===== config.mk =====
export PLATFORM = sky130hd
export DESIGN_NAME = mem_copy_dma
export DESIGN_NICKNAME = d
export VERILOG_FILES = /design/src/rtl/mem_copy_dma.sv
export SDC_FILE = /design/constraint.sdc
export NUM_CORES = 1
export LEC_CHECK = 0
export BUFFER_PORTS_ARGS = -buffer_cell sky130_fd_sc_hd__buf_4
export CELL_PAD_IN_SITES_DETAIL_PLACEMENT = 1
export CELL_PAD_IN_SITES_GLOBAL_PLACEMENT = 1
export CORE_ASPECT_RATIO = 0.75
export CORE_MARGIN = 10
export CORE_UTILIZATION = 43
export CTS_BUF_LIST = sky130_fd_sc_hd__clkbuf_4
export CTS_CLUSTER_DIAMETER = 100
export DETAILED_ROUTE_END_ITERATION = 10
export PLACE_DENSITY_LB_ADDON = 0.1
export SLEW_MARGIN = 40
export SYNTH_ARGS = -nofsm -noshare
export SYNTH_HDL_FRONTEND = slang
export SYNTH_SLANG_ARGS = --single-unit

===== constraint.sdc =====
create_clock -name Clk -period 2.5 [get_ports Clk]
set_input_delay 0.125 -clock Clk [delete_from_list [all_inputs] [get_ports Clk]]
set_output_delay 0.125 -clock Clk [all_outputs]
set_load 0.03 [all_outputs]

===== src/rtl/mem_copy_dma.sv =====
`default_nettype none
// ============================================================================
//  Module   : mem_copy_dma
//  Purpose  : Block-copy engine in front of a single-port data memory.
//             While idle, the core's address, write enable and write data
//             pass straight through to the memory. On Start the engine takes
//             the port, copies Length bytes from SrcAddr to DstAddr with
//             memmove semantics, pulses Done and hands the port back.
//             Each byte costs one read cycle and one write cycle, since the
//             memory reads combinationally and writes on the clock edge.
//  Ports    : Clk, Reset (async, active-low)
//             Start, SrcAddr, DstAddr, Length        - copy request
//             CoreAddr, CoreWriteEn, CoreDataIn      - core passthrough in
//             CoreDataOut                            - memory read data to core
//             Busy, Done                             - engine status
//             MemAddress, MemWriteEn, MemDataOut     - to memory
//             MemDataIn                              - from memory
//  Revision : 1.0  initial release
// ============================================================================
module mem_copy_dma #(
   parameter int ADDR_W = 8,
   parameter int DATA_W = 8
) (
   input  logic              Clk,
   input  logic              Reset,
   input  logic              Start,
   input  logic [ADDR_W-1:0] SrcAddr,
   input  logic [ADDR_W-1:0] DstAddr,
   input  logic [ADDR_W-1:0] Length,
   input  logic [ADDR_W-1:0] CoreAddr,
   input  logic              CoreWriteEn,
   input  logic [DATA_W-1:0] CoreDataIn,
   output logic [DATA_W-1:0] CoreDataOut,
   output logic              Busy,
   output logic              Done,
   output logic [ADDR_W-1:0] MemAddress,
   output logic              MemWriteEn,
   output logic [DATA_W-1:0] MemDataOut,
   input  logic [DATA_W-1:0] MemDataIn
);

   localparam logic [ADDR_W-1:0] c_one  = {{(ADDR_W-1){1'b0}}, 1'b1};
   localparam logic [ADDR_W-1:0] c_zero = '0;

   typedef enum logic [1:0] {
      S_IDLE  = 2'd0,
      S_READ  = 2'd1,
      S_WRITE = 2'd2,
      S_DONE  = 2'd3
   } state_t;

   state_t            r_state;
   logic [ADDR_W-1:0] r_src;
   logic [ADDR_W-1:0] r_dst;
   logic [ADDR_W-1:0] r_count;
   logic [DATA_W-1:0] r_data;
   logic              r_backward;
   logic              r_busy;
   logic              r_done;

   // Copying backward when the destination sits above the source keeps an
   // overlapping copy from overwriting source bytes before they are read.
   logic              w_backward;
   logic [ADDR_W-1:0] w_last_ofs;

   assign w_backward = (DstAddr > SrcAddr);
   assign w_last_ofs = Length - c_one;

   always_ff @(posedge Clk or negedge Reset) begin
      if (!Reset) begin
         r_state    <= S_IDLE;
         r_src      <= c_zero;
         r_dst      <= c_zero;
         r_count    <= c_zero;
         r_data     <= '0;
         r_backward <= 1'b0;
         r_busy     <= 1'b0;
         r_done     <= 1'b0;
      end else begin
         case (r_state)
            S_IDLE: begin
               if (Start) begin
                  r_busy <= 1'b1;
                  if (Length != c_zero) begin
                     r_state    <= S_READ;
                     r_count    <= Length;
                     r_backward <= w_backward;
                     r_src      <= w_backward ? (SrcAddr + w_last_ofs) : SrcAddr;
                     r_dst      <= w_backward ? (DstAddr + w_last_ofs) : DstAddr;
                  end else begin
                     r_state <= S_DONE;
                     r_done  <= 1'b1;
                  end
               end
            end
            S_READ: begin
               r_data  <= MemDataIn;
               r_state <= S_WRITE;
            end
            S_WRITE: begin
               r_count <= r_count - c_one;
               r_src   <= r_backward ? (r_src - c_one) : (r_src + c_one);
               r_dst   <= r_backward ? (r_dst - c_one) : (r_dst + c_one);
               if (r_count == c_one) begin
                  r_state <= S_DONE;
                  r_done  <= 1'b1;
               end else begin
                  r_state <= S_READ;
               end
            end
            S_DONE: begin
               r_done  <= 1'b0;
               r_busy  <= 1'b0;
               r_state <= S_IDLE;
            end
            default: begin
               r_state <= S_IDLE;
               r_busy  <= 1'b0;
               r_done  <= 1'b0;
            end
         endcase
      end
   end

   // Port ownership mux: core traffic only reaches the memory in IDLE, so a
   // core write issued while busy is dropped rather than queued.
   always_comb begin
      MemAddress = CoreAddr;
      MemWriteEn = CoreWriteEn;
      MemDataOut = CoreDataIn;
      case (r_state)
         S_READ: begin
            MemAddress = r_src;
            MemWriteEn = 1'b0;
         end
         S_WRITE: begin
            MemAddress = r_dst;
            MemWriteEn = 1'b1;
            MemDataOut = r_data;
         end
         S_DONE: begin
            MemAddress = CoreAddr;
            MemWriteEn = 1'b0;
         end
         default: begin
            MemAddress = CoreAddr;
            MemWriteEn = CoreWriteEn;
            MemDataOut = CoreDataIn;
         end
      endcase
   end

   assign CoreDataOut = MemDataIn;
   assign Busy        = r_busy;
   assign Done        = r_done;

endmodule
`default_nettype wire


# After elaboration in Yosys (flattened, before gate mapping)

Index checks and enable logic that the tools add are counted.
Widths: inputs -> output; s select.

Output and inout port bits: 27
Input port bits: 52
Logic and storage cells: 61
Register bits after elaboration: 37

Equality and inequality tests: 8
$lt $le $gt $ge: 1
Mux-type cells: 26
Reductions and logical operators: 10
$add $sub $neg: 8

Operators with widths:

| cell                | count |
|---|---|
| $mux 8              | 11 |
| $pmux 8 s2          | 4 |
| $sub 8x1->8 const B | 4 |
| $add 8x1->8 const B | 2 |
| $add 8x8->8         | 2 |
| $eq 8x1->1 const B  | 1 |
| $gt 8x8->1          | 1 |
| $ne 2x2->1 const B  | 4 |
| $pmux 2 s4          | 1 |
| $reduce_bool 8->1   | 1 |
| $mux 2              | 3 |
| $reduce_and 3->1    | 2 |
| $eq 2x2->1 const B  | 2 |
| $mux 1              | 4 |
| $pmux 1 s2          | 2 |
| $reduce_and 4->1    | 1 |
| $reduce_bool 2->1   | 2 |
| $pmux 1 s3          | 1 |
| $reduce_bool 3->1   | 1 |
| $eq 2x1->1 const B  | 1 |
| $logic_not 2->1     | 1 |
| $reduce_and 2->1    | 1 |
| $reduce_or 2->1     | 1 |

# Longest topological paths before layout

Depth after elaboration: 6
Mapped depth: 12
Gate-level depth less buffers: 12

# Least setup slack after synthesis

OpenSTA, ideal clock, no wires.

Path type: input -> register
Start: in Length[0]
End: reg r_src[6]
Stages on the path: 12
Required time: 2.379 ns
Arrival time: 2.270 ns
Setup slack: 0.109 ns
Path through: inv_1 > ha_1 > inv_1 > or3_1 > xnor2_1 > ha_1 > and2_1 > a311o_1 > a21oi_1 > xor2_1 > o211ai_1 > a22o_1

Cells in the longest elaborated chain, start to end: 6
Elaborated cells on any way between the ends: 9
Classes of those cells: add/sub: 2; eq/ne: 1; mux: 4; reduce/logical: 2

RTL lines:

| element              | line | text |
|---|---|---|
| start, declared      | 29   | `input logic [ADDR_W-1:0] Length,` |
| $sub 8x1->8          | 67   | `assign w_last_ofs = Length - c_one;` |
| $add 8x8->8          | 88   | `r_src <= w_backward ? (SrcAddr + w_last_ofs) : SrcAddr;` |
| $mux 8               | 88   |  |
| $mux 8               | 84   | `if (Length != c_zero) begin` |
| $mux 8               | 82   | `if (Start) begin` |
| $pmux 8 s2           | 80   | `case (r_state)` |
| end signal, assigned | 72   | `r_src <= c_zero;` |
| end signal, assigned | 88   |  |
| end signal, assigned | 102  | `r_src <= r_backward ? (r_src - c_one) : (r_src + c_one);` |
| end, declared        | 53   | `logic [ADDR_W-1:0] r_src;` |

Several ways; a longest one is shown, not always the timed one. The select of a mux whose other input is x is not followed.
A chain may end at the register's enable or synchronous reset.

# Worst setup path in the final report

Start: reg r_backward
End: reg r_dst[7]

Cells in the longest elaborated chain, start to end: 2

RTL lines:

| element                | line | text |
|---|---|---|
| start, declared        | 57   | `logic r_backward;` |
| start signal, assigned | 87   | `r_backward <= w_backward;` |
| $mux 8                 | 103  | `r_dst <= r_backward ? (r_dst - c_one) : (r_dst + c_one);` |
| $pmux 8 s2             | 80   |  |
| end signal, assigned   | 73   | `r_dst <= c_zero;` |
| end signal, assigned   | 89   | `r_dst <= w_backward ? (DstAddr + w_last_ofs) : DstAddr;` |
| end signal, assigned   | 103  |  |
| end, declared          | 54   | `logic [ADDR_W-1:0] r_dst;` |

Every way passes these cells.

==> impl_results.md <==
- Syn nets: 542
- CP arrival: 2590 ps
- Max_cap viols: 0
- Commonest non-fill, non-tap cell in the layout: buf_4
- Final hold violation count: 0
- Clock tree buffer depth: 2
- Num CTS Buffers: 5
- Crit-path max cell delay: 510 ps
- Area contributors post-synth: dfrtp_1 25%, ha_1 15%, a21oi_1 5.1%
- Drt drc: 0
- Die H: 101 um
- Gr ovfl total: 0
- Met2 Track Usage GR: 34.8%
- Synthesized cell area: 0.00374 sq mm
- Vias in the first global route: 4145
- DRT Wirelength: 13.1 mm
- Pre-antenna DRT Iters: 4
- Most frequent cells in the layout: 120 x buf_4, 45 x ha_1, 38 x a21oi_1
- Overall via count from detail_route: 3818
- Total GRT Usage: 19.9%
- Largest area contributor in the netlist: dfrtp_1
- Crit end category: flop
- I/O Pins: 79
- Syn. warnings: 0
- Clock sink total: 37
- Hold path depth: 3
- Syn Inst Count: 441
- Clock Skews: 11.3 ps
- Avg Inst Size Synth: 8.49 sq um
- Core ar.: 0.00845 sq mm
- Post-DP HPWL: 10.4 mm
- Final setup viols: 0
- Pwr Total: 5910 uW
- Worst VDD drop: 948 uV
- CP delay by family, top: compound AO/OA/AOI/OAI gates
- Wire per inst: 19.6 um
- Cell count along the critical path: 8
- P per Cell Area: 1210 mW/mm^2
- Post-synth ARST share: 100%
- Status: complete, no violations
- Post-synth EDFFs: 0
- Clock Latency Late Sink: 370 ps
- Tmin final: 2340 ps
- Critical path peak fanout: 9
- Commonest register cell after synthesis: dfrtp_1
- Pin count of the biggest net entering global routing: 38
- Port-buffer cells: 78
- Crit-path slowest cell: dfrtp_2
- Final Slew Violations: 0
- Hold Crit Class: in -> reg
- Sequential area share after synthesis: 24.7%
- Layout area overhead: 29.9%
- Global-route wire length before repair: 21.0 mm
- DR iter-0 viols: 147
- Leak Pwr: 0.00227 uW
- FF+latch count, synth: 37
- Slew headroom: 57.4%
- FP Rows: 29
- Worst Max-Slew Pin Slew: 639 ps
- Met1 Resource Use GR: 24.9%
- Clock transition at path regs: 130 ps
- CP required: 2750 ps
- Critical path class: reg -> reg
- Achievable Freq: 0.427 GHz
- Diodes inserted: 0
- CTS tree: done
- CP Launch Type: flop
- H-Tree Depth: 2
- Root buffer cell: clkbuf_4
- Distinct cells, synth: 56
- Setup Fix Bufs, Post-CTS: 0
- Initial Util: 44.3%
- Share of layout cells above drive strength 1: 27.4%
- Hold_ws: 42.4 ps
- Top Usage Layer GRT: met2
- Filler cells: 1030
- Placer Congestion: 0.853
- Die area: 0.0129 sq mm
- Die Wd: 128 um
- Final nets: 658
- Crit-path cells: buf_4 > ha_1 > nand3_1 > o211ai_1 > o41ai_2 > xnor2_1 > mux2i_1 > o221ai_1
- Tcrit/Tclk final: 93.6%
- Via density: 5.73
- GRT met3 Usage: 3.79%
- WP buf/inv: 1
- Initial antenna violation count: 0
- Path depth of the worst reg2reg path: 8
- Unrepaired setup endpoints after global routing: true
- Final ANT Viol Nets: 0
- Post-synth top area share: 24.7%
## cell type report
type	instances	area [sq um]	share of cell area, %
Inverter	31	116	2.39
Clock buffer	5	37.5	0.772
Sequential cell	37	927	19.1
Multi-Input combinational cell	351	2580	53.1
Timing Repair Buffer	131	1020	21.0
Clock inverter	3	41.3	0.849
Tap cell	108	135	2.78
## power breakdown
group	switching (uW)	internal, uW	total, uW
clock network	237	207	444
logic	2470	1800	4260
registers	298	901	1200
total	3000	2900	5910
## final timing paths
| path | startpoint | to | slack [ps] |
|---|---|---|---|
| setup / recovery | r_backward | r_dst[7] | 160 |
| hold reg to reg | r_data[7] | r_data[7] | 520 |
| min in group asynchronous | Reset | r_dst[6] | 260 |
| setup reg to reg | r_backward | r_dst[7] | 160 |
| hold / removal | Length[7] | r_count[7] | 40 |
| max in group asynchronous | Reset | r_backward | 1870 |
## metal layers
layer  share of wire (%)  wire length (um)  up-vias
met5                   0                 0        -
met4                 1.1               140        0
met3                 4.2               550       16
met2                  49              6440       82
met1                  45              5940     1865
li1                    -                 -     1855
## kinds of logic after synthesis
group                    count (synthesis)  synth area share [%]
multiplexers                            22                  6.42
AO/OA/AOI/OAI                          148                  25.7
buffers and inverters                   53                  6.42
flip-flops                              37                  24.7
adder cells (fa/ha/maj)                 49                  17.2
XOR/XNOR                                23                  5.38
AND/OR/NAND/NOR                        109                  14.1
## tightest hold or removal path, stage by stage
cell and delay [ps]:
buf_4 120, a22oi_1 70, o21ai_0 70
## Yosys cell counts, drive strengths merged (4+ instances only)
library cell	instances
fa	4
nor2	34
xor2	12
ha	45
o21bai	4
nand2b	4
nand2	30
mux2i	6
inv	30
a211oi	8
o22ai	6
a21oi	38
a22oi	13
a21o	6
o211ai	15
buf	15
nor3	8
o21ai	33
mux2	16
or4	4
dfrtp	37
xnor2	11
nand3	12
clkbuf	7
a22o	5
## sequential cells by signal, indices dropped and copies added (netlist names)
| signal | flops |
|---|---|
| Done | 1 |
| Busy | 1 |
| r_dst | 8 |
| r_src | 8 |
| r_state | 2 |
| r_data | 8 |
| r_backward | 1 |
| r_count | 8 |
## through the flow
step | cell area, sq um | cells | utilization [%] | setup slack, ps | TNS, ps
2_1_floorplan | 3740 | 441 | - | 109 | 0
3_3_place_gp | 4670 | 648 | 55.3 | -77.5 | -317
3_5_place_dp | 4670 | 648 | 55.3 | -201 | -732
4_1_cts | 4850 | 666 | 57.4 | 68.8 | 0
5_1_grt | 4860 | 666 | 57.5 | -41.7 | -43.9
6_report | 4860 | 666 | 57.5 | 159 | 0
## repair_timing
| action | CTS | global route |
|---|---|---|
| resized for setup | 0 | 2 |
| hold buffers | 10 | 0 |
| endpoints found under the setup margin | 0 | 2 |
| hold endpoints to repair | 46 | 0 |
No activity file was read; power rests on OpenSTA's default activity.
